File: src/rtl/pmem_pkg.sv
// Shared types for the physical-memory arbiter: FSM states, request owner, default widths.
// Pure declarations; no logic, latency or flow control of its own.
package pmem_pkg;

  typedef enum logic [1:0] {IDLE, REQ, WAIT, RESP} state_t;
  typedef enum logic       {OWN_IF, OWN_LS}        owner_t;

  localparam int ADDR_W_DEF = 64;
  localparam int DATA_W_DEF = 64;

endpackage

File: src/rtl/pmem_arb_pick.sv
// Fetch vs load/store winner selection with an anti-starvation streak counter.
// Winner is combinational from the valids; the streak updates on the clock, with no stall path of its own.
module pmem_arb_pick
  import pmem_pkg::*;
#(
  parameter int MAX_LS_STREAK = 4
) (
  input  logic   clk,
  input  logic   rst,
  input  logic   i_idle,
  input  logic   i_if_vld,
  input  logic   i_ls_vld,
  input  logic   i_accept,
  output owner_t o_winner
);

  localparam int            SW         = $clog2(MAX_LS_STREAK + 1);
  localparam logic [SW-1:0] STREAK_MAX = SW'(MAX_LS_STREAK);

  logic [SW-1:0] r_streak;
  logic          w_fetch_due;

  // Load/store wins by default; a waiting fetch overrides once the streak is used up.
  assign w_fetch_due = i_if_vld && (r_streak == STREAK_MAX);
  assign o_winner    = (i_ls_vld && !w_fetch_due) ? OWN_LS : OWN_IF;

  always_ff @(posedge clk) begin
    if (rst) begin
      r_streak <= '0;
    end else if (i_accept && (o_winner == OWN_IF)) begin
      r_streak <= '0;
    end else if (i_idle && !i_if_vld) begin
      r_streak <= '0;
    end else if (i_accept && i_if_vld && (r_streak != STREAK_MAX)) begin
      r_streak <= r_streak + SW'(1);
    end
  end

endmodule

File: src/rtl/pmem_arbiter.sv
// Shares one physical-memory port between fetch and load/store, one transaction in flight (4 cycles best case).
// Requesters stall on *_req_ready=0 outside IDLE; the memory stalls via mem_req_ready; responses are never backpressured.
module pmem_arbiter
  import pmem_pkg::*;
#(
  parameter int ADDR_W        = ADDR_W_DEF,
  parameter int DATA_W        = DATA_W_DEF,
  parameter int MAX_LS_STREAK = 4
) (
  input  logic                clk,
  input  logic                rst,
  input  logic                if_req_valid,
  input  logic [ADDR_W-1:0]   if_req_addr,
  output logic                if_req_ready,
  output logic                if_resp_valid,
  output logic [DATA_W-1:0]   if_resp_data,
  input  logic                ls_req_valid,
  input  logic [ADDR_W-1:0]   ls_req_addr,
  input  logic                ls_req_wen,
  input  logic [DATA_W-1:0]   ls_req_wdata,
  input  logic [DATA_W/8-1:0] ls_req_wmask,
  output logic                ls_req_ready,
  output logic                ls_resp_valid,
  output logic [DATA_W-1:0]   ls_resp_data,
  output logic                mem_req_valid,
  output logic [ADDR_W-1:0]   mem_req_addr,
  output logic                mem_req_wen,
  output logic [DATA_W-1:0]   mem_req_wdata,
  output logic [DATA_W/8-1:0] mem_req_wmask,
  input  logic                mem_req_ready,
  input  logic                mem_resp_valid,
  input  logic [DATA_W-1:0]   mem_resp_data
);

  state_t              r_state;
  state_t              w_state_nxt;
  owner_t              r_owner;
  owner_t              w_winner;
  logic [ADDR_W-1:0]   r_addr;
  logic                r_wen;
  logic [DATA_W-1:0]   r_wdata;
  logic [DATA_W/8-1:0] r_wmask;
  logic [DATA_W-1:0]   r_if_data;
  logic [DATA_W-1:0]   r_ls_data;
  logic                w_idle;
  logic                w_if_acc;
  logic                w_ls_acc;
  logic                w_accept;

  assign w_idle   = (r_state == IDLE);
  assign w_if_acc = if_req_valid & if_req_ready;
  assign w_ls_acc = ls_req_valid & ls_req_ready;
  assign w_accept = w_if_acc | w_ls_acc;

  pmem_arb_pick #(
    .MAX_LS_STREAK (MAX_LS_STREAK)
  ) u_pick (
    .clk      (clk),
    .rst      (rst),
    .i_idle   (w_idle),
    .i_if_vld (if_req_valid),
    .i_ls_vld (ls_req_valid),
    .i_accept (w_accept),
    .o_winner (w_winner)
  );

  always_ff @(posedge clk) begin
    if (rst) begin
      r_state <= IDLE;
    end else begin
      r_state <= w_state_nxt;
    end
  end

  // A response arriving alongside mem_req_ready is not sampled: only WAIT looks at mem_resp_valid.
  always_comb begin
    w_state_nxt = r_state;
    case (r_state)
      IDLE:    if (w_accept)       w_state_nxt = REQ;
      REQ:     if (mem_req_ready)  w_state_nxt = WAIT;
      WAIT:    if (mem_resp_valid) w_state_nxt = RESP;
      RESP:                        w_state_nxt = IDLE;
      default:                     w_state_nxt = IDLE;
    endcase
  end

  always_comb begin
    if_req_ready  = 1'b0;
    ls_req_ready  = 1'b0;
    mem_req_valid = 1'b0;
    if_resp_valid = 1'b0;
    ls_resp_valid = 1'b0;
    case (r_state)
      IDLE: begin
        if_req_ready = if_req_valid & (w_winner == OWN_IF);
        ls_req_ready = ls_req_valid & (w_winner == OWN_LS);
      end
      REQ:  mem_req_valid = 1'b1;
      RESP: begin
        if_resp_valid = (r_owner == OWN_IF);
        ls_resp_valid = (r_owner == OWN_LS);
      end
      default: ;
    endcase
  end

  // Per-owner response registers so each channel's data holds across the other's traffic.
  always_ff @(posedge clk) begin
    if (rst) begin
      r_owner   <= OWN_IF;
      r_addr    <= '0;
      r_wen     <= 1'b0;
      r_wdata   <= '0;
      r_wmask   <= '0;
      r_if_data <= '0;
      r_ls_data <= '0;
    end else begin
      if (w_if_acc) begin
        r_owner <= OWN_IF;
        r_addr  <= if_req_addr;
        r_wen   <= 1'b0;
        r_wdata <= '0;
        r_wmask <= '0;
      end else if (w_ls_acc) begin
        r_owner <= OWN_LS;
        r_addr  <= ls_req_addr;
        r_wen   <= ls_req_wen;
        r_wdata <= ls_req_wdata;
        r_wmask <= ls_req_wmask;
      end
      if ((r_state == WAIT) && mem_resp_valid) begin
        if (r_owner == OWN_IF) r_if_data <= mem_resp_data;
        else                   r_ls_data <= mem_resp_data;
      end
    end
  end

  assign mem_req_addr  = r_addr;
  assign mem_req_wen   = r_wen;
  assign mem_req_wdata = r_wdata;
  assign mem_req_wmask = r_wmask;
  assign if_resp_data  = r_if_data;
  assign ls_resp_data  = r_ls_data;

endmodule

File: config.mk
export PLATFORM = sky130hd
export DESIGN_NAME = pmem_arbiter
export DESIGN_NICKNAME = d
export VERILOG_FILES = /design/src/rtl/pmem_pkg.sv /design/src/rtl/pmem_arb_pick.sv /design/src/rtl/pmem_arbiter.sv
export SDC_FILE = /design/constraint.sdc
export NUM_CORES = 1
export LEC_CHECK = 0
export BUFFER_PORTS_ARGS = -buffer_cell sky130_fd_sc_hd__buf_2
export CORE_AREA = 3 3 211 213
export CTS_BUF_LIST = sky130_fd_sc_hd__clkbuf_8
export DETAILED_ROUTE_END_ITERATION = 10
export DIE_AREA = 0 0 214 216
export GPL_TIMING_DRIVEN = 0
export HOLD_SLACK_MARGIN = 0.1
export PLACE_DENSITY = 0.56
export SLEW_MARGIN = 20
export SYNTH_ARGS = -nofsm -noshare
export SYNTH_HDL_FRONTEND = slang
export SYNTH_SLANG_ARGS = --single-unit
export TNS_END_PERCENT = 10
File: constraint.sdc
create_clock -name clk -period 2 [get_ports clk]
set_clock_uncertainty 0.05 [all_clocks]
set_input_delay 0.1 -clock clk [delete_from_list [all_inputs] [get_ports clk]]
set_output_delay 0.1 -clock clk [all_outputs]
set_load 0.005 [all_outputs]
==> flow_metrics.env <==
export IMPL_run_status="completed"
export IMPL_seqPwrFrac_pct=36.9
export IMPL_kind_of_critical_path="flip-flop to flip-flop"
export IMPL_global_route_peak_usage_layer="met2"
export IMPL_first_pass_grt_wire_length_um=76500
export IMPL_clock_insertion_delay_worst_skew_ps=600
export IMPL_postSynthCellCount=1315
export IMPL_p_per_area_nw_per_um2=1050
export IMPL_ys_seq_elements=271
export IMPL_holdPathEnd="ls_resp_data[7]"
export IMPL_crit_arrival_ps=2340
export IMPL_ctsRootBufferMaster="clkbuf_8"
export IMPL_ff_latch_area_sq_um=5430
export IMPL_drt_pass1_iterations=5
export IMPL_die_width_um=214
export IMPL_place_port_buffers=538
export IMPL_post_detailed_routing_wire_length_um=49600
export IMPL_rsz0062_at_grt="true"
export IMPL_tritoncts_num_buffers=49
export IMPL_combinational_fraction_of_design_power_pct=35.0
export IMPL_synth_seq_area_share_pct=51.8
export IMPL_post_dp_hpwl_um=35300
export IMPL_numClockSinks=271
export IMPL_synth_simple_area_share_pct=14.0
export IMPL_top_level_i_o_count=541
export IMPL_initialDrtViolationCount=929
export IMPL_worstSetupStartpointType="flip-flop"
export IMPL_power_clock_fraction_pct=28.0
export IMPL_cts_root_to_sink_buffers=3
export IMPL_groute_layer_met1_usage_pct=22.7
export IMPL_placementRows=76
export IMPL_core_region_sq_um=42900
export IMPL_htree_levels=2
export IMPL_hold_path_startpoint="rst"
export IMPL_timing_slew_headroom_pct=57.2
export IMPL_finalCritPeriodShare_pct=97.6
export IMPL_gr_usage_all_layers_pct=20.4
export IMPL_r2r_start="r_state[0]"
export IMPL_synth_top_family_by_area="compound AO/OA/AOI/OAI gates"
export IMPL_routed_via_density=4.82
export IMPL_worst_min_delay_path_category="primary input to flip-flop"
export IMPL_layout_filler_cells=4326
export IMPL_p_total_mw=18.8
export IMPL_vdd_drop_max_mv=0.624
export IMPL_timing_final_max_slew_violations=0
export IMPL_reg2regPathDepth=7
export IMPL_power_net_switching_mw=6.68
export IMPL_synth_yosys_warnings=0
export IMPL_chipHeight_um=216
export IMPL_final_min_clock_period_ps=1950
export IMPL_groute_layer_met2_usage_pct=36.2
export IMPL_synth_distinct_cells=29
export IMPL_final_hold_violation_count=0
export IMPL_p_sw_share_pct=35.6
export IMPL_grt_pass1_vias=14000
export IMPL_num_nets_final=2466
export IMPL_fraction_of_met3_tracks_used_by_global_routing_pct=4.90
export IMPL_power_report_internal_total_mw=12.1
export IMPL_synth_mux_area_share_pct=0
export IMPL_initial_antenna_violation_count=1
export IMPL_via_count=13500
export IMPL_report_final_setup_viol=0
export IMPL_drc=0
export IMPL_post_route_cells_drive_above_1_share_pct=33.0
export IMPL_die_area_sq_um=46200
export IMPL_power_leakage_nw=7.92
export IMPL_netlist_area_before_placement_sq_um=10500
export IMPL_worst_reg2reg_path_endpoint="if_resp_data[0]"
export IMPL_synth_fp_nets=1593
export IMPL_maxClockFrequency_mhz=512
export IMPL_syn2layout_area_growth_pct=70.7
export IMPL_avgRoutedWirePerCell_um=17.7
export IMPL_antenna_violating_nets_post_route=0
export IMPL_synth_avg_cell_area_sq_um=7.97
export IMPL_worst_path_max_fanout=10
export IMPL_synthXorXnorAreaFrac_pct=0
export IMPL_clk_pin_slew_worst_paths_ps=60
export IMPL_crit_path_end_kind="flip-flop"
export IMPL_globalRoute_totalOverflow=0
export IMPL_area_of_the_multi_input_gates_sq_um=4480
export IMPL_grt_max_degree=13
export IMPL_reg2reg_slack_ps=50
export IMPL_max_cap_viol_count=0
export IMPL_synth_compound_area_share_pct=27.1
export IMPL_synthAdderAreaFrac_pct=0.836
export IMPL_clock_tree_from_tritoncts="built"
export IMPL_final_setup_tns_ps=0
export IMPL_worst_endpoint_required_ps=2390
export IMPL_initial_utilization_pct=24.4
export IMPL_tightestPinTransition_ps=642
export IMPL_gpl_final_weighted_congestion=0.935
export IMPL_hold_depth=3
## per-stage QoR
step	instances	setup WS [ps]	instance area [sq um]	hold WS, ps	utilization, %
2_1_floorplan	1315	358	10500	186	-
3_3_place_gp	2438	-268	13900	304	32.4
3_5_place_dp	2438	-294	13900	308	32.4
4_1_cts	2805	-35.8	17800	122	41.6
5_1_grt	2804	-105	17900	164	41.7
6_report	2805	48.8	17900	128	41.7
## worst max-delay path, cell delays in order (launching register included)
cell and delay, ps:
dfxtp_2 380, inv_4 60, ha_1 260, and3b_1 180
clkbuf_4 200, nand2_1 90, dlygate4sd3_1 550, a21oi_1 60
## what timing repair did
item	CTS	global route
setup buffers	16	0
pin swaps	3	0
hold buffers	270	0
hold endpoints to repair	268	0
resized for setup	35	27
setup endpoints to repair	146	162
cloned	0	0
## worst max-delay path by stage
| stage | to | startpoint | slack (ps) | cells after the start |
|---|---|---|---|---|
| 4_1_cts | if_req_ready | r_state[0] | -40 | 7 |
| 3_5_place_dp | mem_req_wdata[40] | r_state[1] | -290 | 9 |
| 2_1_floorplan | mem_req_addr[0] | r_state[0] | 360 | 8 |
| 5_1_grt | ls_resp_data[55] | r_state[0] | -110 | 6 |
| 3_3_place_gp | mem_req_wdata[38] | r_state[1] | -270 | 9 |
| 6_report | if_resp_data[0] | r_state[0] | 50 | 7 |
## per-layer routing
layer,vias to the layer above,share of wire [%]
met2,717,49
met1,6319,38
met5,-,0
met3,168,7.5
met4,0,4.7
li1,6319,-
## final cells by class
type | instances | area share (%)
timing repair buffer | 824 | 31.0
sequential | 271 | 30.4
multi-input combinational | 907 | 25.0
clock buffer | 66 | 5.08
tap | 585 | 4.09
buffer | 129 | 3.92
clock inverter | 16 | 0.371
inverter | 6 | 0.140
antenna | 1 | 0.0140
## state kept, by name (all words and copies together), names as in the netlist
| name | cells |
|---|---|
| if_resp_data | 64 |
| ls_resp_data | 64 |
| mem_req_addr | 64 |
| mem_req_wdata | 64 |
| mem_req_wen | 1 |
| mem_req_wmask | 8 |
| r_owner | 1 |
| r_state | 2 |
| u_pick.r_streak | 3 |
## power by group through the flow
| stage | clock network [mW] | logic [mW] | registers [mW] |
|---|---|---|---|
| CTS | 5.41 | 6.38 | 6.91 |
| floorplan | 0 | 2.91 | 7.03 |
| finish | 5.26 | 6.58 | 6.93 |
| detailed placement | 0 | 5.56 | 7.00 |
| global placement | 0 | 5.49 | 6.98 |
| global route | 5.63 | 7.16 | 7.04 |
## cells in the mapped netlist
cell,count,share of area (%)
o21ai_2,2,0.17
nor2b_1,1,0.060
inv_1,6,0.21
nand2_1,259,9.3
and3b_1,1,0.084
nand3_1,77,3.7
a21boi_2,1,0.11
o21a_1,1,0.072
and2_1,3,0.18
a21oi_1,271,13
nor3_1,1,0.048
a31oi_1,65,3.9
ha_1,7,0.84
a21bo_2,1,0.096
buf_2,62,3.0
nor2_1,4,0.14
a311oi_1,1,0.084
and3_1,2,0.12
o21ai_0,181,8.6
nand4_1,1,0.060
o21ai_1,22,1.1
buf_6,3,0.32
clkbuf_1,54,1.9
nand3b_1,2,0.14
dfxtp_1,271,52
nand2b_1,2,0.12
a31o_2,1,0.084
buf_4,12,0.86
or3b_1,1,0.084
## kinds of logic after synthesis
group	Yosys count
flip-flops	271
adder cells (fa/ha/maj)	7
buffers and inverters	137
AND/OR/NAND/NOR	354
AO/OA/AOI/OAI	546
## cell usage in the layout (no fill, tap or decap), types with 41 or more instances in the layout
cell and instances:
buf_2 592, a21oi_1 271, dlygate4sd3_1 270, dfxtp_1 267
nand2_1 258, o21ai_0 180, nand3_1 77, clkbuf_8 69
a31oi_1 62, clkbuf_1 41
Power figures use the tool's default switching activity.
